**src/rtl/return_stack_pkg.sv**
```systemverilog
// Shared constants and control-transfer decode for the return address stack.
// Sizes here set the default geometry of return_stack and stack_ram.
package return_stack_pkg;

  localparam int RAS_DEPTH = 8;
  localparam int RAS_WIDTH = 32;

  function automatic int sp_w(input int depth);
    return $clog2(depth) + 1;
  endfunction

  localparam int RAS_SP_W = sp_w(RAS_DEPTH);

  localparam logic [6:0] OP_JAL  = 7'b1101111;
  localparam logic [6:0] OP_JALR = 7'b1100111;

  localparam logic [4:0] REG_RA = 5'd1;
  localparam logic [4:0] REG_T0 = 5'd5;

  typedef enum logic [1:0] {
    RAS_NONE,
    RAS_PUSH,
    RAS_POP,
    RAS_SWAP
  } ras_op_e;

  function automatic logic is_link(input logic [4:0] r);
    return (r == REG_RA) || (r == REG_T0);
  endfunction

  // Link-register hint table: a swap maps onto push&pop of the stack.
  function automatic ras_op_e ras_decode(
    input logic [6:0] opcode,
    input logic [4:0] rd,
    input logic [4:0] rs1
  );
    ras_op_e op;
    op = RAS_NONE;
    if (opcode == OP_JAL) begin
      if (is_link(rd)) op = RAS_PUSH;
    end else if (opcode == OP_JALR) begin
      if (is_link(rd) && is_link(rs1))
        op = (rd != rs1) ? RAS_SWAP : RAS_PUSH;
      else if (is_link(rd))
        op = RAS_PUSH;
      else if (is_link(rs1))
        op = RAS_POP;
    end
    return op;
  endfunction

endpackage

```
**src/rtl/return_stack_ram.sv**
```systemverilog
// Stack storage: one synchronous write port, one asynchronous read port.
// Contents are deliberately not reset.
module stack_ram
  import return_stack_pkg::*;
#(
  parameter int DEPTH = RAS_DEPTH,
  parameter int WIDTH = RAS_WIDTH,
  parameter int AW    = $clog2(DEPTH)
) (
  input  logic             clk,
  input  logic             i_we,
  input  logic [AW-1:0]    i_waddr,
  input  logic [WIDTH-1:0] i_wdata,
  input  logic [AW-1:0]    i_raddr,
  output logic [WIDTH-1:0] o_rdata
);

  logic [WIDTH-1:0] r_mem [DEPTH];

  always_ff @(posedge clk) begin
    if (i_we) r_mem[i_waddr] <= i_wdata;
  end

  assign o_rdata = r_mem[i_raddr];

endmodule

```
**src/rtl/return_stack.sv**
```systemverilog
// Return address stack: upward-growing pointer, sticky error flags and
// a registered pop result one cycle after the pop is accepted.
module return_stack
  import return_stack_pkg::*;
#(
  parameter int DEPTH = RAS_DEPTH,
  parameter int WIDTH = RAS_WIDTH
) (
  input  logic             clk,
  input  logic             reset,
  input  logic             flush,
  input  logic             push,
  input  logic             pop,
  input  logic [WIDTH-1:0] push_data,
  output logic [WIDTH-1:0] pop_data,
  output logic             pop_valid,
  output logic [31:0]      sp,
  output logic             full,
  output logic             empty,
  output logic             overflow,
  output logic             underflow
);

  localparam int SP_W = sp_w(DEPTH);
  localparam int AW   = $clog2(DEPTH);
  localparam logic [SP_W-1:0] SP_FULL = SP_W'(DEPTH);

  logic [SP_W-1:0]  r_sp;
  logic             r_pop_valid;
  logic [WIDTH-1:0] r_pop_data;
  logic             r_ovf;
  logic             r_unf;

  logic             w_empty;
  logic             w_full;
  logic [AW-1:0]    w_wr_idx;
  logic [AW-1:0]    w_top_idx;
  logic             w_flush;
  logic             w_swap;
  logic             w_push;
  logic             w_pop;
  logic             w_we;
  logic [AW-1:0]    w_waddr;
  logic [WIDTH-1:0] w_rdata;

  assign w_empty   = (r_sp == '0);
  assign w_full    = (r_sp == SP_FULL);
  // At sp==DEPTH the low bits wrap to 0, so top index is still sp-1.
  assign w_wr_idx  = r_sp[AW-1:0];
  assign w_top_idx = w_wr_idx - AW'(1);

  assign w_flush = flush;
  assign w_swap  = !flush && push && pop;
  assign w_push  = !flush && push && !pop;
  assign w_pop   = !flush && pop && !push;

  always_comb begin
    w_we    = 1'b0;
    w_waddr = w_wr_idx;
    unique case (1'b1)
      w_flush: begin
        w_we = 1'b0;
      end
      w_swap: begin
        w_we    = 1'b1;
        w_waddr = w_empty ? w_wr_idx : w_top_idx;
      end
      w_push: begin
        w_we = !w_full;
      end
      default: begin
        w_we = 1'b0;
      end
    endcase
  end

  stack_ram #(
    .DEPTH (DEPTH),
    .WIDTH (WIDTH),
    .AW    (AW)
  ) u_ram (
    .clk     (clk),
    .i_we    (w_we),
    .i_waddr (w_waddr),
    .i_wdata (push_data),
    .i_raddr (w_top_idx),
    .o_rdata (w_rdata)
  );

  always_ff @(posedge clk or negedge reset) begin
    if (!reset) begin
      r_sp        <= '0;
      r_pop_valid <= 1'b0;
      r_pop_data  <= '0;
      r_ovf       <= 1'b0;
      r_unf       <= 1'b0;
    end else begin
      r_pop_valid <= 1'b0;
      unique case (1'b1)
        w_flush: begin
          r_sp <= '0;
        end
        w_swap: begin
          if (w_empty) begin
            r_sp  <= SP_W'(1);
            r_unf <= 1'b1;
          end else begin
            r_pop_valid <= 1'b1;
            r_pop_data  <= w_rdata;
          end
        end
        w_push: begin
          if (w_full) r_ovf <= 1'b1;
          else        r_sp  <= r_sp + SP_W'(1);
        end
        w_pop: begin
          if (w_empty) begin
            r_unf <= 1'b1;
          end else begin
            r_sp        <= r_sp - SP_W'(1);
            r_pop_valid <= 1'b1;
            r_pop_data  <= w_rdata;
          end
        end
        default: begin
          r_sp <= r_sp;
        end
      endcase
    end
  end

  assign pop_data  = r_pop_data;
  assign pop_valid = r_pop_valid;
  assign sp        = 32'(r_sp);
  assign full      = w_full;
  assign empty     = w_empty;
  assign overflow  = r_ovf;
  assign underflow = r_unf;

endmodule

```
**config.mk**
```make
export PLATFORM = sky130hd
export DESIGN_NAME = return_stack
export DESIGN_NICKNAME = d
export VERILOG_FILES = /design/src/rtl/return_stack_pkg.sv /design/src/rtl/return_stack_ram.sv /design/src/rtl/return_stack.sv
export SDC_FILE = /design/constraint.sdc
export NUM_CORES = 1
export LEC_CHECK = 0
export CORE_ASPECT_RATIO = 2
export CORE_UTILIZATION = 50
export DETAILED_ROUTE_END_ITERATION = 16
export PLACE_DENSITY = 0.83
export SKIP_CTS_REPAIR_TIMING = 1
export SYNTH_ARGS = -nofsm -noshare
export SYNTH_HDL_FRONTEND = slang
export SYNTH_SLANG_ARGS = --single-unit
```
**constraint.sdc**
```tcl
create_clock -name clk -period 11 [get_ports clk]
set_input_delay 1.1 -clock clk [delete_from_list [all_inputs] [get_ports clk]]
set_output_delay 1.1 -clock clk [all_outputs]
set_load 0.01 [all_outputs]
```
==> out/results.txt <==
Dividing the synthesized area by the synthesized cell count gives 19.54 um^2. For the final setup violation count, the log shows 0. Clock-pin slew was measured on the worst setup and hold paths at 0.07 ns.

For the worst setup path, the data required time is 11.13 ns. The maximum clock frequency is 0.2637 GHz. The maximum net fanout on the critical path was 68; the final clock period utilization by the worst path was 34.47%.

The tools report the endpoint of the worst-slack reg-to-reg timing path as u_ram.r_mem[1][7]$_DFFE_PP_. Relative to the synthesized area, the layout overhead comes to 14.72%. For this run, design rule violations remaining after detail routing come to 0.

106 I/O pins were placed. The clock period could shrink to 3.792 ns. In this run the power density over the cells is 206.3 nW/um^2. For the pin with the worst max-slew slack, the measured transition is 1.380 ns. After synthesis, flip-flops and latches occupy 75.16% of the total area. The flop and latch count out of synthesis works out to 295. The number of antenna diodes in the final layout is 0.

Traced cell by cell, the critical path runs through inv_1, ha_2, buf_4, nor2b_1, mux2i_1, nor2_4. In this run the most critical hold path is launched from overflow$_DFFE_PN0P_. After legalization and detailed placement, the total HPWL measured 12650 um. The worst hold path belongs to the class flop to flop. The number of buffers added by the clock tree synthesis step came out at 22. For this design, the slowest cell found on the critical path is sky130_fd_sc_hd__nor2_4. The final routed wire length divided by cell count was 22.64 um.

For this configuration, the core starts out at a cell density of 50.91%. The worst hold path cell count is 1, and the number of failing hold endpoints at the final stage is 0. The most common library cell in the layout ignoring fill and taps is sky130_fd_sc_hd__edfxtp_1. The synthesized design contains 256 enable-type register cells.

The first routing iteration left 397 violations. The run gives 7.21 ns as the reg-to-reg setup timing slack. Counting both buffers and inverters, the worst setup path holds a total of 2. By startpoint and endpoint, the worst setup path is classified as flop to flop. From left edge to right edge, the die measures 109.4 um. The tools report the worst hold margin as 0.4759 ns. The tools report the root buffer selected by CTS as sky130_fd_sc_hd__clkbuf_16.

TritonCTS built the clock tree. The logs give 295 for the number of clock sinks and 0 ns for the final sum of negative setup slack. Global routing consumed, over all layers together, 19.32% of the routing resources. The tools report the critical path launch point type as a flop. In this run the worst setup path begins at r_sp[0]$_DFFE_PN0P_. The post-synthesis instance area came out at 11530 um^2.

The most used flip-flop cell after synthesis was sky130_fd_sc_hd__edfxtp_1. The number of maximum-capacitance violations is 0, and the largest net degree at the start of global routing is 69. For the warning count from the yosys run, the log shows 0.

Startpoint of the most critical register-to-register path: r_sp[0]$_DFFE_PN0P_. The post-layout net count is 701. Routability-driven placement finished with a final weighted congestion of 0.8249. The max-slew violation total from the final report is 0, and the length of the first detailed-routing pass in iterations is 5. The stage delay of the slowest cell on the critical path is 0.97 ns, and the post-synthesis async set-or-reset flop share is 13.22%. For the number of placement rows, the log shows 78. At the worst endpoint, the arrival time is 3.92 ns.

The largest clock skew in the final design was 0.009012 ns; the routed wire length was 21690 um. Summed over all cells, the static leakage comes to 4.314 nW. Via count of the first global-routing pass: 5845. The run finished with clean final reports. The fraction of final layout cells with drive strength greater than 1 is 17.55%. The kind of cell adding the most delay to the critical path is simple AND/OR/NAND/NOR gates. The synthesized netlist contains 38 unique library cells.

The worst max-slew margin expressed relative to the limit was 7.027%. The region available for standard cell placement spans 22640 um^2. After detailed routing, the number of vias per cell comes to 5.803. The tools report the initial antenna violation count as 0.

The overflow left after global routing is 0. The tools report the total power draw as 0.002728 W. The number of port buffers was 77; the first-pass GRT wire length was 33350 um. The top cell types in the final layout, fill and taps aside, are sky130_fd_sc_hd__edfxtp_1 (256), sky130_fd_sc_hd__clkdlybuf4s50_1 (76), sky130_fd_sc_hd__mux4_2 (64).

Worst IR drop on VDD: 0.09093 mV. The longest clock path from root to sink contains 3 buffers. The H-tree depth reported by CTS was 1.

Setup repair after global routing left no endpoint under its margin. Summing over every cut layer, the via total after detailed routing is 5559. The tools report the area of the die as 23700 um^2. STA classifies the critical path endpoint as a flop. In this run the remaining antenna-violating nets after routing total 0. The number of instances in the synthesized netlist came out at 590. The worst hold path terminates at overflow$_DFFE_PN0P_.

The number of cells on the worst reg-to-reg path is 6. The clock reaches the later pin of the worst-skew pair after 0.51 ns. The die extent in y works out to 216.7 um.
## worst register-to-register path, stage by stage (launching register included)
cell and delay [ns]:
sky130_fd_sc_hd__dfrtp_4 0.73, sky130_fd_sc_hd__inv_1 0.21, sky130_fd_sc_hd__ha_2 0.36, sky130_fd_sc_hd__buf_4 0.71
sky130_fd_sc_hd__nor2b_1 0.23, sky130_fd_sc_hd__mux2i_1 0.18, sky130_fd_sc_hd__nor2_4 0.97
## sequential cells by signal, indices dropped and copies added (netlist names)
register / flops
overflow: 1
pop_data: 32
pop_valid: 1
r_sp: 4
u_ram.r_mem: 256
underflow: 1
## stage by stage
step / setup slack, ns / instance area [um^2] / util, % / instances
floorplan: 7.214 / 11630 / - / 617
global placement: 7.185 / 12500 / 55.21 / 918
detailed placement: 6.972 / 12500 / 55.21 / 918
CTS: 7.160 / 13220 / 58.40 / 958
global route: 6.875 / 13220 / 58.40 / 958
finish: 7.208 / 13220 / 58.40 / 958
## report_power, final
group          total, W  leakage, nW  internal, W  switching (W)
Sequential      0.00136         2.75      0.00131      0.0000510
Clock          0.000799        0.353     0.000437       0.000362
Combinational  0.000572         1.21     0.000293       0.000279
Total           0.00273         4.31      0.00204       0.000692
## area by class of cell
class | count | area (um^2)
fillers | 1600 | 9419
flip-flops and latches | 295 | 8667
clock buffers | 32 | 649.4
well taps | 280 | 350.3
inverters | 5 | 18.77
repair buffers | 81 | 795.8
multi-input cells | 257 | 2668
clock inverters | 8 | 73.82
## worst max-delay path by stage
stage	slack [ns]	end	cells past startpoint
2_1_floorplan	7.21	u_ram.r_mem[3][0]$_DFFE_PP_	9
3_3_place_gp	7.19	u_ram.r_mem[4][6]$_DFFE_PP_	4
3_5_place_dp	6.97	u_ram.r_mem[3][15]$_DFFE_PP_	5
4_1_cts	7.16	u_ram.r_mem[1][12]$_DFFE_PP_	6
5_1_grt	6.88	u_ram.r_mem[1][14]$_DFFE_PP_	6
6_report	7.21	u_ram.r_mem[1][7]$_DFFE_PP_	6
## per-layer routing
layer	up-vias	track usage (%)	wire [um]	part of all wire [%]
met5	-	0	0	0
met4	0	7.289	625	2.9
met3	46	2.496	1188	5.5
met2	252	34.84	12010	55
met1	2849	23.12	7869	36
li1	2412	-	-	-
## cells by family after synthesis
logic type | synth area share, %
AO/OA/AOI/OAI | 2.226
XOR/XNOR | 0.4452
adder cells (fa/ha/maj) | 0.2171
buffers and inverters | 3.257
flip-flops | 75.16
multiplexers | 15.82
other | 0.03253
AND/OR/NAND/NOR | 2.844
## Yosys cell counts, types with 3 or more instances
master / instances / area (um^2)
sky130_fd_sc_hd__edfxtp_1: 256 / 7687
sky130_fd_sc_hd__mux4_2: 64 / 1441
sky130_fd_sc_hd__nor2_1: 50 / 187.7
sky130_fd_sc_hd__dfrtp_1: 39 / 975.9
sky130_fd_sc_hd__mux2i_1: 37 / 370.4
sky130_fd_sc_hd__a21oi_1: 35 / 175.2
sky130_fd_sc_hd__buf_4: 28 / 210.2
sky130_fd_sc_hd__buf_2: 21 / 105.1
sky130_fd_sc_hd__clkbuf_1: 10 / 37.54
sky130_fd_sc_hd__nand2_1: 7 / 26.28
sky130_fd_sc_hd__inv_1: 5 / 18.77
sky130_fd_sc_hd__nor2b_1: 4 / 25.02
sky130_fd_sc_hd__xor2_1: 3 / 26.28
No activity file was read; power rests on OpenSTA's default activity.
